### src/rtl/shift_sequencer.sv
// ---------------------------------------------------------------------------
// shift_sequencer
//
// Multi-cycle 32-bit shifter controller. Accepts one SLL/SRA request, then
// walks the power-of-two stages 16, 8, 4, 2, 1 (one per clock), applying a
// stage only when the matching shamt bit is set. The result is held on a
// valid/ready output until the consumer takes it.
//
// Handshake semantics (both sides): a transfer happens on a rising clock
// edge where valid and ready are both high. The producer keeps valid and its
// payload stable until that edge. in_ready, out_valid, busy and data_out
// are registered and never depend combinationally on inputs.
//
// Parameters:
//   EARLY_DONE  0: fixed 5-cycle latency
//               1: finish once all remaining lower shamt bits are zero
//
// Ports:
//   clock      in   system clock, rising edge
//   reset      in   asynchronous, active-low reset
//   in_valid   in   request present
//   in_ready   out  sequencer can accept a request (IDLE)
//   data_in    in   32-bit operand
//   shamt      in   5-bit shift amount
//   shift_op   in   0 = SLL (zero fill), 1 = SRA (sign fill)
//   out_valid  out  result available (DONE)
//   out_ready  in   consumer takes the result
//   data_out   out  shift result (the work register)
//   busy       out  high in SHIFT or DONE
//   dbg_state  out  current FSM state, for observation only
// ---------------------------------------------------------------------------
module shift_sequencer #(
    parameter bit EARLY_DONE = 1'b0
) (
    input  logic        clock,
    input  logic        reset,
    input  logic        in_valid,
    output logic        in_ready,
    input  logic [31:0] data_in,
    input  logic [4:0]  shamt,
    input  logic        shift_op,
    output logic        out_valid,
    input  logic        out_ready,
    output logic [31:0] data_out,
    output logic        busy,
    output logic [1:0]  dbg_state
);

    typedef enum logic [1:0] {
        IDLE  = 2'd0,
        SHIFT = 2'd1,
        DONE  = 2'd2
    } state_t;

    state_t      state;
    logic [31:0] work;
    logic [4:0]  sh_q;
    logic        op_q;
    logic [2:0]  stage;

    // One-hot weight of the current stage (stage 4 -> 16 ... stage 0 -> 1).
    logic [4:0]  stage_bit;
    logic [4:0]  lower_mask;
    logic        apply;
    logic        lower_zero;
    logic        last_stage;
    logic [31:0] shifted;
    logic [31:0] next_work;

    always_comb begin
        stage_bit  = 5'd1 << stage;
        lower_mask = stage_bit - 5'd1;
        apply      = |(sh_q & stage_bit);
        // For stage 0 the mask is empty, so this is always true.
        lower_zero = ((sh_q & lower_mask) == 5'd0);
        last_stage = (stage == 3'd0) || (EARLY_DONE && lower_zero);
        // The sign bit survives every arithmetic stage, so chaining stages
        // gives the same result as one arithmetic shift of the operand.
        if (op_q)
            shifted = $signed(work) >>> stage_bit;
        else
            shifted = work << stage_bit;
        next_work = apply ? shifted : work;
    end

    always_ff @(posedge clock or negedge reset) begin
        if (!reset) begin
            state     <= IDLE;
            work      <= 32'd0;
            sh_q      <= 5'd0;
            op_q      <= 1'b0;
            stage     <= 3'd0;
            in_ready  <= 1'b1;
            out_valid <= 1'b0;
            busy      <= 1'b0;
        end else begin
            case (state)
                IDLE: begin
                    if (in_valid) begin
                        work     <= data_in;
                        sh_q     <= shamt;
                        op_q     <= shift_op;
                        stage    <= 3'd4;
                        state    <= SHIFT;
                        in_ready <= 1'b0;
                        busy     <= 1'b1;
                    end
                end
                SHIFT: begin
                    work <= next_work;
                    if (last_stage) begin
                        state     <= DONE;
                        out_valid <= 1'b1;
                    end else begin
                        stage <= stage - 3'd1;
                    end
                end
                DONE: begin
                    // in_ready rises at this edge, so a new request can only
                    // be accepted on the following edge.
                    if (out_ready) begin
                        state     <= IDLE;
                        out_valid <= 1'b0;
                        in_ready  <= 1'b1;
                        busy      <= 1'b0;
                    end
                end
                default: begin
                    state     <= IDLE;
                    out_valid <= 1'b0;
                    in_ready  <= 1'b1;
                    busy      <= 1'b0;
                end
            endcase
        end
    end

    assign data_out  = work;
    assign dbg_state = state;

endmodule

### config.mk
export PLATFORM = sky130hd
export DESIGN_NAME = shift_sequencer
export DESIGN_NICKNAME = d
export VERILOG_FILES = /design/src/rtl/shift_sequencer.sv
export SDC_FILE = /design/constraint.sdc
export NUM_CORES = 1
export LEC_CHECK = 0
export ABC_AREA = 1
export BUFFER_PORTS_ARGS = -buffer_cell sky130_fd_sc_hd__buf_2
export CORE_UTILIZATION = 30
export CTS_BUF_LIST = sky130_fd_sc_hd__clkbuf_16
export DETAILED_ROUTE_END_ITERATION = 10
export PLACE_DENSITY = 0.45
export SYNTH_ARGS = -nofsm -noshare
export SYNTH_HDL_FRONTEND = slang
export SYNTH_SLANG_ARGS = --single-unit
### constraint.sdc
create_clock -name clock -period 3.6 [get_ports clock]
set_clock_uncertainty 0.05 [all_clocks]
set_input_delay 0.18 -clock clock [delete_from_list [all_inputs] [get_ports clock]]
set_output_delay 0.18 -clock clock [all_outputs]
set_load 0.01 [all_outputs]
Word level (Yosys, flattened, before mapping)
Index checks and enable logic that the tools add are counted.
- bitwise logic cells: 3
- $add $sub $neg: 1
- equal/unequal tests: 7
- multiplexer cells: 19
- shift-type cells: 3
- reductions and logical operators: 10
- operators by type and width (kind ; number):
    $mux W32 ; 3
    $pmux W32 S2 ; 1
    $shl A32 B5 Y32 ; 1
    $sshr A32 B5 Y32 ; 1
    $reduce_and A3 Y1 ; 5
    $ne A2 B2 Y1 const B ; 5
    $pmux W1 S3 ; 3
    $mux W2 ; 3
    $mux W3 ; 2
    $pmux W2 S3 ; 1
    $pmux W3 S2 ; 1
    $and A5 B5 Y5 ; 1
    $mux W1 ; 5
    $reduce_or A5 Y1 ; 1
    $shl A1 B3 Y5 const A ; 1
    $logic_not A3 Y1 ; 1
    $sub A3 B1 Y3 const B ; 1
    $eq A2 B1 Y1 const B ; 1
    $eq A2 B2 Y1 const B ; 1
    $logic_not A2 Y1 ; 1
    $not A1 Y1 ; 2
    $reduce_and A2 Y1 ; 1
    $reduce_bool A2 Y1 ; 1
- bits in registers: 46
- output and inout bits: 37
- input bits: 42
- logic and storage cells: 51

Depth between registers and ports, before layout
- depth in word-level cells: 5
- depth in mapped cells: 18
- depth with buffers taken out: 16

Least setup slack after synthesis
Ideal clock, no wire load.
- path type: register to register
- start: reg stage[0]
- end: reg work[4] (netlist: data_out[4])
- period minus slack after synthesis: 1.967 ns
- setup slack: 1.633 ns
- setup time: 0.117 ns
- cell stages (with the launch flop): 15
- arrival: 1.800 ns
- cell sequence: dfrtp_1 -> inv_1 -> ha_1 -> buf_4 -> nand2_2 -> buf_6 -> buf_6 -> nand2_1 -> nand3_1 -> nand3_1 -> o21ai_1 -> a21boi_0 -> nand3_1 -> nand2_1 -> nand2_1
- word-level cells in the longest chain between the ends: 5
- elaborated cells between the ends (all ways): 10
- those cells by class: 1 x eq/ne; 3 x shift; 3 x mux; 1 x bitwise; 2 x reduce/logical
- ends and longest elaborated chain (element ; line ; text):
    from (decl) ; 59 ; logic [2:0] stage;
    from (signal assigned) ; 115 ; stage <= stage - 3'd1;
    $shl A1 B3 Y5 (*) ; 71 ; stage_bit = 5'd1 << stage;
    $shl A32 B5 Y32 (tied with other cells) ; 82 ; shifted = work << stage_bit;
    $mux W32 / $reduce_or A5 Y1 (equally long branches) ; 79, 73 ;
    $mux W32 / $ne A2 B2 Y1 (equally long branches) ; n/a ;
    $pmux W32 S2 / $reduce_and A3 Y1 (equally long branches) ; n/a ;
    to (signal assigned) ; 100 ; work <= data_in;
    to (signal assigned) ; 110 ; work <= next_work;
    to (decl) ; 56 ; logic [31:0] work;
Mark *: on every way between the ends. The rest lies on a longest branch, timed or not. The select of a mux whose other input is x is not followed.
A chain may end at the register's enable or synchronous reset.

Worst setup path in the final report
- start: reg stage[0]
- end: reg work[3] (netlist: data_out[3])
Same word-level chain as after synthesis.

==> impl_results.md <==
* Number of top-level pins at 79
* Later-pin clock latency in the skew report at ~0.32 ns
* Crit path largest cell delay at around 0.69 ns
* WL/cell at 21.0 um
* DRC violations left at 0
* Ratio of cells with drive above 1 in the final layout at 13.2%
* Diodes inserted at 0
* Remaining antenna violation count after routing at 0
* Routability cong. at 0.973
* Number of maximum-capacitance violations at 0
* Clock-pin slew on the worst setup and hold paths at ~0.08 ns
* Std-Cell Rows at just under 50
* Overflow left after global routing at 0
* Worst hold path class: primary input to flop
* Multi-input gate area in the final layout at roughly 0.0038 mm2
* Antenna violations before repair at 0
* Final hold slack at 0.0116 ns
* Post-route cell area at 0.00619 mm2
* Top-area cell type share of the netlist area at between 20% and 30%
* Vias after detailed routing at 7015
* Highest achievable clock rate at 331 MHz
* Shortest period the worst path allows at around 3.0 ns
* CTS tree: built
* Port buffer count at 78
* Sequential cell area at 0.00115 mm2
* Status: finished clean
* Area of the die at approximately 0.019 mm2
* Kind of capture point of the worst setup path: flop
* Largest net degree at the start of global routing at 51
* Distinct cells, synth at 35
* Max Buffers Root-to-Sink at 2
* Transition time at the pin with the least slew margin at between 1 and 1.5 ns
* GRT Overall Usage at between 20% and 30%
* Period Utilization, post-route at between 80% and 90%
* CP Cell Sequence: inv_1 > ha_1 > nand2_2 > inv_1 > nor2_4 > inv_2 > nor2_1 > inv_1 > nor2_1 > nor2_1 > nand2_1 > nor2_1 > nor2_1
* Post-route insts no fill at approximately 1300
* Library cell used as clock root buffer: sky130_fd_sc_hd__clkbuf_16
* Number of flip-flops and latches in the synthesized netlist at 46
* Pwr dens at roughly 1300 mW/mm2
* RSZ-0062 raised after global routing: false
* Yosys top cell by area: sky130_fd_sc_hd__nand3_1
* Mapped cell area at approximately 0.0055 mm2
* Area of the core region at ~0.018 mm2
* Number of endpoints failing setup at the final stage at 0
* Maximum level of the CTS H-tree at 2
* Final nets at ~1100
* CTS sink count at 46
* Data arrival time of the critical path at around 3.2 ns
* Leakage power of the design at 3.22 nW
* Most common cell on crit path: sky130_fd_sc_hd__nor2_1
* Growth of design area from synthesis to finish at 12.7%
* Final Hold Violating Endpoints at 0
* Global-route wire length before repair at around 40000 um
* Proportion of synthesized flip-flops having asynchronous set or reset at between 90% and 100%
* Final core utilization at between 30% and 40%
* Number of instances in the synthesized netlist at 988
* Die width at 137 um
* Critical path startpoint category: flop
* Required time at the endpoint of the critical path at about 3.8 ns
* Cell total after placement at around 1300
* CP Max Fanout at 15
* Post-synthesis sequential area ratio at between 20% and 30%
* Post-DR vias/cell at roughly 5.5
* Max-Slew Margin vs Limit at between 20% and 30%
* Count of flip-flops with a built-in enable after synthesis at 0
* Cell Area, Placed at slightly above 0.006 mm2
* Cts bufs inserted at 5
* Sum of negative setup slack at 0 ns
* Top flip-flop cell by instance count after synthesis: sky130_fd_sc_hd__dfrtp_1
* Detailed Route WL at ~27000 um
* Post-CTS resize count at 0
* Peak supply drop at ~0.46 mV
* Die extent in y at about 140 um
* Total iterations of the first detailed-routing run at 5
* Initial core utilization at 30.6%
* Mean area per synthesized cell at between 5 and 6 um2
* Net count after synthesis at about 1000
* Number of synthesis warnings at 0
* Library cell contributing the largest single delay on the critical path: sky130_fd_sc_hd__nor2_1
* DP Wirelength at 21000 um
* Fillers at 2115
* Top post-synthesis cells by area: sky130_fd_sc_hd__nand3_1 (28%), sky130_fd_sc_hd__nand2_1 (22%), sky130_fd_sc_hd__dfrtp_1 (20%), sky130_fd_sc_hd__nor2_1 (5.1%), sky130_fd_sc_hd__inv_1 (4.1%)
* Drt initial violations at between 700 and 800
* Critical setup path kind: flop to flop
* Max-slew violation count at 0
* Via count of the first global-routing pass at 6536
-- cell type report --
cell class	instances	area share (%)
Inverter	69	4.18
Multi-Input combinational cell	818	60.6
Tap cell	229	4.63
Sequential cell	46	18.6
Timing Repair Buffer	102	9.65
Clock inverter	3	0.364
Clock buffer	5	2.02
-- state kept, by name, indices dropped and copies added, names as in the netlist, named ones only --
name,cells
out_valid,1
dbg_state,2
busy,1
stage,3
data_out,31
sh_q,5
in_ready,1
op_q,1
-- metal layers --
metal	wire length, um	global-route usage, %	vias up
li1	-	-	3372
met1	12000	39.9	3260
met2	11800	46.0	342
met3	2110	4.71	41
met4	908	10.8	0
met5	0	0	-
-- stage by stage --
step	setup slack, ns	power, mW
after floorplan	1.63	5.29
after global routing	0.337	8.61
after CTS	0.613	7.80
after global placement	0.722	7.31
after detailed placement	0.636	7.25
final	0.580	7.91
-- power by group --
| group | total, mW | switching [mW] | leakage [nW] | internal, mW |
|---|---|---|---|---|
| sequential | 1.16 | 0.350 | 0.532 | 0.807 |
| combinational | 6.23 | 4.39 | 2.61 | 1.84 |
| clock | 0.521 | 0.258 | 0.0746 | 0.263 |
| total | 7.91 | 5.00 | 3.22 | 2.91 |
-- cells in the final DEF, fill, tap and decap left out, types with 11 or more instances in the layout --
master and n:
sky130_fd_sc_hd__nand2_1 324, sky130_fd_sc_hd__nand3_1 312, sky130_fd_sc_hd__buf_2 78, sky130_fd_sc_hd__nor2_1 75, sky130_fd_sc_hd__inv_1 60, sky130_fd_sc_hd__dfrtp_1 45
sky130_fd_sc_hd__a21oi_1 30, sky130_fd_sc_hd__buf_4 21, sky130_fd_sc_hd__o21ai_0 15, sky130_fd_sc_hd__or2_0 11
-- critical path, delay by kind of cell (launching register included) --
kind                     cells  cell delay [ns]
flip-flops                   1             0.37
adder cells (fa/ha/maj)      1             0.39
buffers and inverters        4             0.46
AND/OR/NAND/NOR              8             1.67
-- Yosys cell counts, types with 2 or more instances --
cell,n
sky130_fd_sc_hd__nor2_4,5
sky130_fd_sc_hd__a21oi_1,30
sky130_fd_sc_hd__nand3b_1,2
sky130_fd_sc_hd__o21ai_1,9
sky130_fd_sc_hd__o211ai_1,3
sky130_fd_sc_hd__inv_1,60
sky130_fd_sc_hd__inv_2,9
sky130_fd_sc_hd__ha_1,5
sky130_fd_sc_hd__a211oi_1,2
sky130_fd_sc_hd__nand2_1,324
sky130_fd_sc_hd__buf_6,11
sky130_fd_sc_hd__nand3_1,312
sky130_fd_sc_hd__nand2_4,2
sky130_fd_sc_hd__o21ai_0,15
sky130_fd_sc_hd__nor2_1,75
sky130_fd_sc_hd__nand2_2,5
sky130_fd_sc_hd__dfrtp_1,45
sky130_fd_sc_hd__nand3_2,2
sky130_fd_sc_hd__nor3_1,3
sky130_fd_sc_hd__or2_0,11
sky130_fd_sc_hd__buf_1,11
sky130_fd_sc_hd__clkbuf_1,9
sky130_fd_sc_hd__buf_4,6
sky130_fd_sc_hd__buf_2,18
sky130_fd_sc_hd__nor2_2,4
-- final timing paths --
path,startpoint,to,slack (ns),cells after the start
worst max-delay path,stage[0]$_DFFE_PN0P_,data_out[3]$_DFFE_PN0P_,0.58,13
worst min-delay path,shamt[2],sh_q[2]$_DFFE_PN0P_,0.01,3
worst max register to register,stage[0]$_DFFE_PN0P_,data_out[3]$_DFFE_PN0P_,0.58,13
worst min register to register,in_ready$_DFFE_PN1P_,in_ready$_DFFE_PN1P_,0.44,2
max in group asynchronous,reset,in_ready$_DFFE_PN1P_,2.28,3
min in group asynchronous,reset,data_out[24]$_DFFE_PN0P_,0.36,2
-- cells by family (layout without fill, tap and decap cells) --
kind of cell             Yosys count  after routing  synth area share [%]
AO/OA/AOI/OAI                     67             67                  6.72
adder cells (fa/ha/maj)            5              5                  1.14
buffers and inverters            124            179                  10.8
flip-flops                        46             46                  21.0
AND/OR/NAND/NOR                  746            746                  60.4
-- timing repair --
item,CTS,global route
buffers inserted,0,0
hold endpoints to repair,21,0
hold buffers,1,0
No activity file was read; power rests on OpenSTA's default activity.
